[src/rtl/mem_arbiter.sv]
// Arbitrates one fixed-latency unified memory port between instruction fetch and load/store.
// Data wins by default; fetch is forced through after STARVE_LIMIT consecutive data grants.
module mem_arbiter #(
  parameter int MEM_LATENCY  = 1,
  parameter int STARVE_LIMIT = 4
) (
  input  logic        i_clk,
  input  logic        i_rst_n,
  input  logic        i_if_req,
  input  logic [15:0] i_if_addr,
  output logic        o_if_gnt,
  output logic        o_if_valid,
  output logic [31:0] o_if_instr,
  input  logic        i_d_req,
  input  logic        i_d_we,
  input  logic [15:0] i_d_addr,
  input  logic [31:0] i_d_wdata,
  input  logic [1:0]  i_d_size,
  input  logic        i_d_signed,
  output logic        o_d_gnt,
  output logic        o_d_valid,
  output logic [31:0] o_d_rdata,
  output logic        o_d_err,
  output logic        o_m_we,
  output logic [15:0] o_m_addr,
  output logic [31:0] o_m_wdata,
  output logic [1:0]  o_m_size,
  output logic        o_m_signed,
  input  logic [31:0] i_m_rdata
);

  typedef enum logic [1:0] {S_IDLE, S_BUSY, S_ERR} state_t;

  state_t      r_state, w_next;
  logic [3:0]  r_cnt, r_starve;
  logic        r_own_d, r_store;
  logic        r_if_valid, r_d_valid, r_d_err, r_m_we, r_m_signed;
  logic [31:0] r_if_instr, r_d_rdata, r_m_wdata;
  logic [15:0] r_m_addr;
  logic [1:0]  r_m_size;
  logic        w_if_win, w_d_win, w_d_ill, w_last;

  // Grants are gated by reset so nothing is offered while a reset is being sampled.
  always_comb begin
    w_next   = r_state;
    w_if_win = 1'b0;
    w_d_win  = 1'b0;
    w_last   = (r_cnt == 4'(MEM_LATENCY));
    w_d_ill  = (i_d_size == 2'b11);
    case (r_state)
      S_IDLE: if (i_rst_n) begin
        if (i_if_req && (!i_d_req || r_starve == 4'(STARVE_LIMIT))) begin
          w_if_win = 1'b1;
          w_next   = S_BUSY;
        end else if (i_d_req) begin
          w_d_win = 1'b1;
          w_next  = w_d_ill ? S_ERR : S_BUSY;
        end
      end
      S_BUSY:  if (w_last) w_next = S_IDLE;
      S_ERR:   w_next = S_IDLE;
      default: w_next = S_IDLE;
    endcase
  end

  always_ff @(posedge i_clk) begin
    if (!i_rst_n) r_state <= S_IDLE;
    else          r_state <= w_next;
  end

  always_ff @(posedge i_clk) begin
    if (!i_rst_n) begin
      r_cnt      <= '0;
      r_starve   <= '0;
      r_own_d    <= 1'b0;
      r_store    <= 1'b0;
      r_if_valid <= 1'b0;
      r_d_valid  <= 1'b0;
      r_d_err    <= 1'b0;
      r_if_instr <= '0;
      r_d_rdata  <= '0;
      r_m_we     <= 1'b0;
      r_m_addr   <= '0;
      r_m_wdata  <= '0;
      r_m_size   <= '0;
      r_m_signed <= 1'b0;
    end else begin
      r_if_valid <= 1'b0;
      r_d_valid  <= 1'b0;
      r_d_err    <= 1'b0;

      if (w_if_win) begin
        r_m_addr   <= i_if_addr;
        r_m_size   <= 2'b10;
        r_m_signed <= 1'b0;
        r_m_we     <= 1'b0;
        r_own_d    <= 1'b0;
        r_store    <= 1'b0;
        r_cnt      <= 4'd1;
      end else if (w_d_win) begin
        if (w_d_ill) begin
          // Illegal size never reaches memory; the error response is registered here.
          r_d_valid <= 1'b1;
          r_d_err   <= 1'b1;
        end else begin
          r_m_addr   <= i_d_addr;
          r_m_wdata  <= i_d_wdata;
          r_m_size   <= i_d_size;
          r_m_signed <= i_d_signed;
          r_m_we     <= i_d_we;
          r_own_d    <= 1'b1;
          r_store    <= i_d_we;
          r_cnt      <= 4'd1;
        end
      end

      if (r_state == S_BUSY) begin
        r_m_we <= 1'b0;
        if (w_last) begin
          if (r_own_d) begin
            r_d_valid <= 1'b1;
            if (!r_store) r_d_rdata <= i_m_rdata;
          end else begin
            r_if_valid <= 1'b1;
            r_if_instr <= i_m_rdata;
          end
        end else begin
          r_cnt <= r_cnt + 4'd1;
        end
      end

      if (w_if_win)
        r_starve <= '0;
      else if (r_state == S_IDLE && !i_if_req)
        r_starve <= '0;
      else if (w_d_win && i_if_req && r_starve != 4'(STARVE_LIMIT))
        r_starve <= r_starve + 4'd1;
    end
  end

  assign o_if_gnt   = w_if_win;
  assign o_d_gnt    = w_d_win;
  assign o_if_valid = r_if_valid;
  assign o_if_instr = r_if_instr;
  assign o_d_valid  = r_d_valid;
  assign o_d_rdata  = r_d_rdata;
  assign o_d_err    = r_d_err;
  assign o_m_we     = r_m_we;
  assign o_m_addr   = r_m_addr;
  assign o_m_wdata  = r_m_wdata;
  assign o_m_size   = r_m_size;
  assign o_m_signed = r_m_signed;

endmodule

[config.mk]
export PLATFORM = sky130hd
export DESIGN_NAME = mem_arbiter
export DESIGN_NICKNAME = d
export VERILOG_FILES = /design/src/rtl/mem_arbiter.sv
export SDC_FILE = /design/constraint.sdc
export NUM_CORES = 1
export LEC_CHECK = 0
export BUFFER_PORTS_ARGS = -buffer_cell sky130_fd_sc_hd__buf_2
export CORE_MARGIN = 2
export CORE_UTILIZATION = 42
export DETAILED_ROUTE_END_ITERATION = 16
export PLACE_DENSITY = 0.75
export SLEW_MARGIN = 20
export SYNTH_ARGS = -nofsm -noshare
export SYNTH_HDL_FRONTEND = slang
export SYNTH_SLANG_ARGS = --single-unit
[constraint.sdc]
create_clock -name i_clk -period 1.8 [get_ports i_clk]
set_clock_uncertainty 0.15 [all_clocks]
set_input_delay 0.36 -clock i_clk [delete_from_list [all_inputs] [get_ports i_clk]]
set_output_delay 0.36 -clock i_clk [all_outputs]
set_load 0.02 [all_outputs]
Word-level counts from Yosys, hierarchy flattened

Cells that the tools add are included.
Widths: inputs -> output; s select.

Add/sub/neg operators: 2
Reduce and logical (&&, ||, !) cells: 19
Bitwise logic cells: 5
Multiplexer cells: 30
Eq/ne operators: 8

Operators by type and width:

| cell                | number |
|---|---|
| $mux 16             | 3 |
| $mux 4              | 5 |
| $mux 1              | 14 |
| $mux 2              | 7 |
| $reduce_and 3->1    | 3 |
| $add 4x1->4 const B | 2 |
| $reduce_and 2->1    | 3 |
| $reduce_or 3->1     | 2 |
| $not 1->1           | 5 |
| $eq 4x1->1 const B  | 1 |
| $eq 4x3->1 const B  | 1 |
| $logic_and 1x1->1   | 4 |
| $ne 2x2->1 const B  | 2 |
| $ne 4x3->1 const B  | 1 |
| $pmux 2 s2          | 1 |
| $reduce_and 4->1    | 1 |
| $ne 3x3->1 const B  | 1 |
| $eq 2x1->1 const B  | 1 |
| $eq 2x2->1 const B  | 1 |
| $logic_not 1->1     | 2 |
| $logic_not 2->1     | 1 |
| $reduce_bool 2->1   | 1 |
| $reduce_or 2->1     | 1 |
| $logic_or 1x1->1    | 1 |

Register bits after elaboration: 131
Bits of input ports: 104

Longest topological paths before layout

Word-level depth: 11
Mapped depth: 8
Gate-level depth less buffers: 7

Worst setup path after synthesis

No wires, ideal clock.

Kind: register to register
Start: register r_starve[0]
End: register r_cnt[0]
Path buffers: 0
Setup slack: -0.174 ns
Stages on the path, launching flop included: 8
Arrival: 1.709 ns
Cell sequence: dfxtp_1 > inv_1 > ha_1 > and4b_1 > o21ai_1 > inv_2 > or4_1 > and3_1

Longest elaborated chain between the ends: 10

Ends and longest elaborated chain:

| what                     | line | text |
|---|---|---|
| start: declaration       | 35   | `logic [3:0] r_cnt, r_starve;` |
| start signal: assignment | 137  | `r_starve <= r_starve + 4'd1;` |
| $eq 4x3->1 *             | 52   | `if (i_if_req && (!i_d_req \|\| r_starve == 4'(STARVE_LIMIT))) begin` |
| $logic_or 1x1->1 *       | 52   |  |
| $logic_and 1x1->1 *      | 52   |  |
| $mux 1                   | 52   |  |
| $mux 1                   | 51   | `S_IDLE: if (i_rst_n) begin` |
| $mux 1                   | 50   | `case (r_state)` |
| $mux 4                   | 100  | `end else if (w_d_win) begin` |
| $mux 4 *                 | 92   | `if (w_if_win) begin` |
| $mux 4                   | 119  | `if (w_last) begin` |
| $mux 4 *                 | 117  | `if (r_state == S_BUSY) begin` |
| end signal: assignment   | 128  | `r_cnt <= r_cnt + 4'd1;` |
| end: declaration         | 35   |  |

Mark *: on every way between the ends. The rest lies on a longest branch, timed or not.
A chain may end at the register's enable or synchronous reset.

Worst setup path in the final report

Start: register r_starve[0]
End: output port o_if_gnt

Longest elaborated chain between the ends: 6

Ends and longest elaborated chain:

| what              | line | text |
|---|---|---|
| $eq 4x3->1        | 52   |  |
| $logic_or 1x1->1  | 52   |  |
| $logic_and 1x1->1 | 52   |  |
| $mux 1            | 52   |  |
| $mux 1            | 51   |  |
| $mux 1            | 50   |  |
| end: declaration  | 11   | `output logic o_if_gnt,` |

No other way between the ends.

==> impl_results.md <==
- Post-route minimum period: 2130 ps
- Post-synth EDFFs: 0
- Drt via density: 5.21
- Leak: 3.83 nW
- Layout Cells excl Fill: 1,033
- GR Layer Usage met3: 0.0866
- Die Area: 0.0130 mm^2
- Seq. cell area: 0.00263 mm^2
- Antenna fix cells: 0
- Arr. time, crit path: 1620 ps
- Critical path type: flop to output port
- Gr ovfl total: 0
- Max VDD drop: 0.000680 V
- Delay-heaviest family, CP: buffers and inverters
- Syn nets: 713
- Starting Density: 0.426
- Met1 usage: 0.278
- Area growth syn-to-layout: 69.6%
- Most frequent cells in the layout: 221 x buf_2, 127 x nand2_1, 127 x dfxtp_1, 65 x nand2_4, 52 x a21boi_1
- Setup WS pre-CTS: -133 ps
- I/O pin count: 225
- Combinational cell fraction of total power: 0.159
- Total Routed Length: 17,900 um
- Clock power share: 0.424
- Layout cells sized above 1: 0.578
- GR Util met2: 0.421
- Worst skew pair latency: 410 ps
- Placed cell area: 0.00660 mm^2
- RePlAce Congestion: 0.799
- Reg power frac: 0.417
- Max incr delay on CP: 330 ps
- Row cnt: 40
- Crit path capture type: output port
- Core ar.: 0.0119 mm^2
- Crit Path Max Fanout: 2
- Synthesis Warnings: 0
- Worst path bufs/invs: 4
- Max Freq: 0.470 GHz
- Synth area leaders: dfxtp_1 52%, nand2_1 17%, a21boi_1 14%
- Area of the multi-input gates: 0.00320 mm^2
- DRC errors left: 0
- Worst path cell trace: inv_2 -> ha_4 -> and4b_1 -> o21ai_2 -> inv_2 -> buf_8 -> buf_6
- Synth Register Bits: 131
- Fin area: 0.00862 mm^2
- Syn_area_per_cell: 8.39 um^2
- Dpl cells: 974
- Clock Path Buffers: 2
- Power per Cell Area: 862 mW/mm^2
- Final hold vios: 0
- Main synth FF type: dfxtp_1
- Most Crowded Layer GR: met2
- Psw: 1.93 mW
- Die Y: 114 um
- Max-cap violation count: 0
- Crit-path slowest cell: dfxtp_2
- Largest net degree at the start of global routing: 70
- Core Util, Final: 0.723
- CTS tree: done
- Mapped Cells: 605
- Clk slew on worst S/H paths: 60 ps
- Outcome: complete, but fails checks
- Violated checks: setup timing
- Fillers: 856
- Most frequent CP cell: inv_2
- Total power draw: 7.43 mW
- # port buffers: 224
- CTS Buf Count: 17
- Synth unique cells: 43
- Drt first pass iters: 4
- CP required: 1290 ps
- Slew HR: 0.637
- Total GRT Usage: 0.249
- Final ANT Viol Nets: 0
- WL/cell: 17.3 um
- Vias in the first global route: 5,029
- Sw frac: 0.260
- Final layout net count: 984
- Startpoint Class: flop
- Commonest non-fill, non-tap cell in the layout: buf_2
- Fin worst setup slack: -328 ps
- CTS root buffer: clkbuf_16
- Antenna violations before repair: 0
- Final Setup Violations: 119
- Area share of the largest cell type after synthesis: 0.516
- Max Slew Vio Count: 0
- Sequential fraction of the synthesis area: 0.516
- DP HPWL: 9760 um
- Via count: 5,381
- H-tree lvl count: 4
- Slew @ Worst Pin: 545 ps
- Clk sinks: 131
- First-pass GRT wire length: 25,000 um
- DRT iter0 DRCs: 277
- Die width: 114 um
- Fin Setup TNS: -18,330 ps
- Hold WS: 12.0 ps
- RSZ-0062 raised after global routing: yes
- Final period utilization: 1.18
- Cell Int Power: 5.50 mW
- Cell Area, Synth: 0.00508 mm^2
- Post-synth top area cell: dfxtp_1
- Post-synth ARST share: 0
- Hold crit path type: input port to flop
-- cell families after synthesis --
kind of cell	synth area share
xor+xnor	0.00172
flops	0.516
fa+ha+maj	0.00986
compound gates	0.213
simple gates	0.217
buf+inv	0.0414
-- worst register-to-register path: stages, from the launching register on --
cell and delay [ps]:
dfxtp_2 320, inv_2 60, ha_4 120, or3b_4 370, or4_4 640, buf_16 210, nand2_4 60, a21boi_1 60
-- power by group through the flow --
stage | Combinational (mW) | Clock (mW) | Sequential [mW]
3_5_place_dp | 0.866 | 0 | 3.14
5_1_grt | 1.27 | 3.31 | 3.11
2_1_floorplan | 0.333 | 0 | 3.27
3_3_place_gp | 0.859 | 0 | 3.14
6_report | 1.18 | 3.15 | 3.10
4_1_cts | 0.954 | 3.17 | 3.08
-- final cells by class --
class,instances,area share
flip-flops and latches,131,0.305
clock inverters,5,0.00639
repair buffers,292,0.237
clock buffers,24,0.0547
multi-input cells,427,0.372
inverters,7,0.00305
well taps,147,0.0213
-- what timing repair did --
item | CTS | global route
resized for setup | 56 | 233
endpoints found under the hold margin | 0 | 0
buffers inserted | 10 | 10
setup endpoints to repair | 65 | 118
pin swaps | 37 | 142
hold buffers | 0 | 0
cloned | 8 | 5
-- Yosys cell counts, types with 2 or more instances --
master / number
inv_1: 5
nand3_1: 7
and3_1: 2
nor3_1: 2
ha_1: 4
nand2_1: 226
nor2_1: 7
o21ai_1: 11
dfxtp_1: 131
or4_1: 2
buf_6: 3
a21boi_1: 98
nor3b_1: 3
o31ai_1: 2
a21oi_1: 21
nor2b_1: 3
o21ai_0: 8
buf_2: 9
a21boi_0: 2
or3b_1: 2
clkbuf_1: 28
a22oi_1: 8
-- metal layers --
metal | vias up | routed length (um)
li1 | 2566 | -
met1 | 2567 | 6960
met2 | 210 | 9170
met3 | 38 | 1240
met4 | 0 | 484
met5 | - | 0
-- final timing paths --
path	to	slack, ps	start	depth (start not counted)
worst max register to register	o_d_rdata[28]	-300	r_cnt[1]	7
worst min register to register	o_if_instr[5]	300	o_if_instr[5]	2
worst max-delay path	o_if_gnt	-330	r_starve[0]	7
worst min-delay path	o_m_addr[2]	10	i_d_addr[2]	3
-- flip-flops by register name (all words and copies together) (netlist names) --
register    count
o_m_addr       16
o_m_wdata      32
o_if_instr     32
o_d_valid       1
o_d_err         1
r_starve        4
r_own_d         1
o_m_size        2
o_d_rdata      32
r_state         2
o_m_we          1
r_cnt           4
r_store         1
o_if_valid      1
o_m_signed      1
Power figures use the tool's default switching activity.
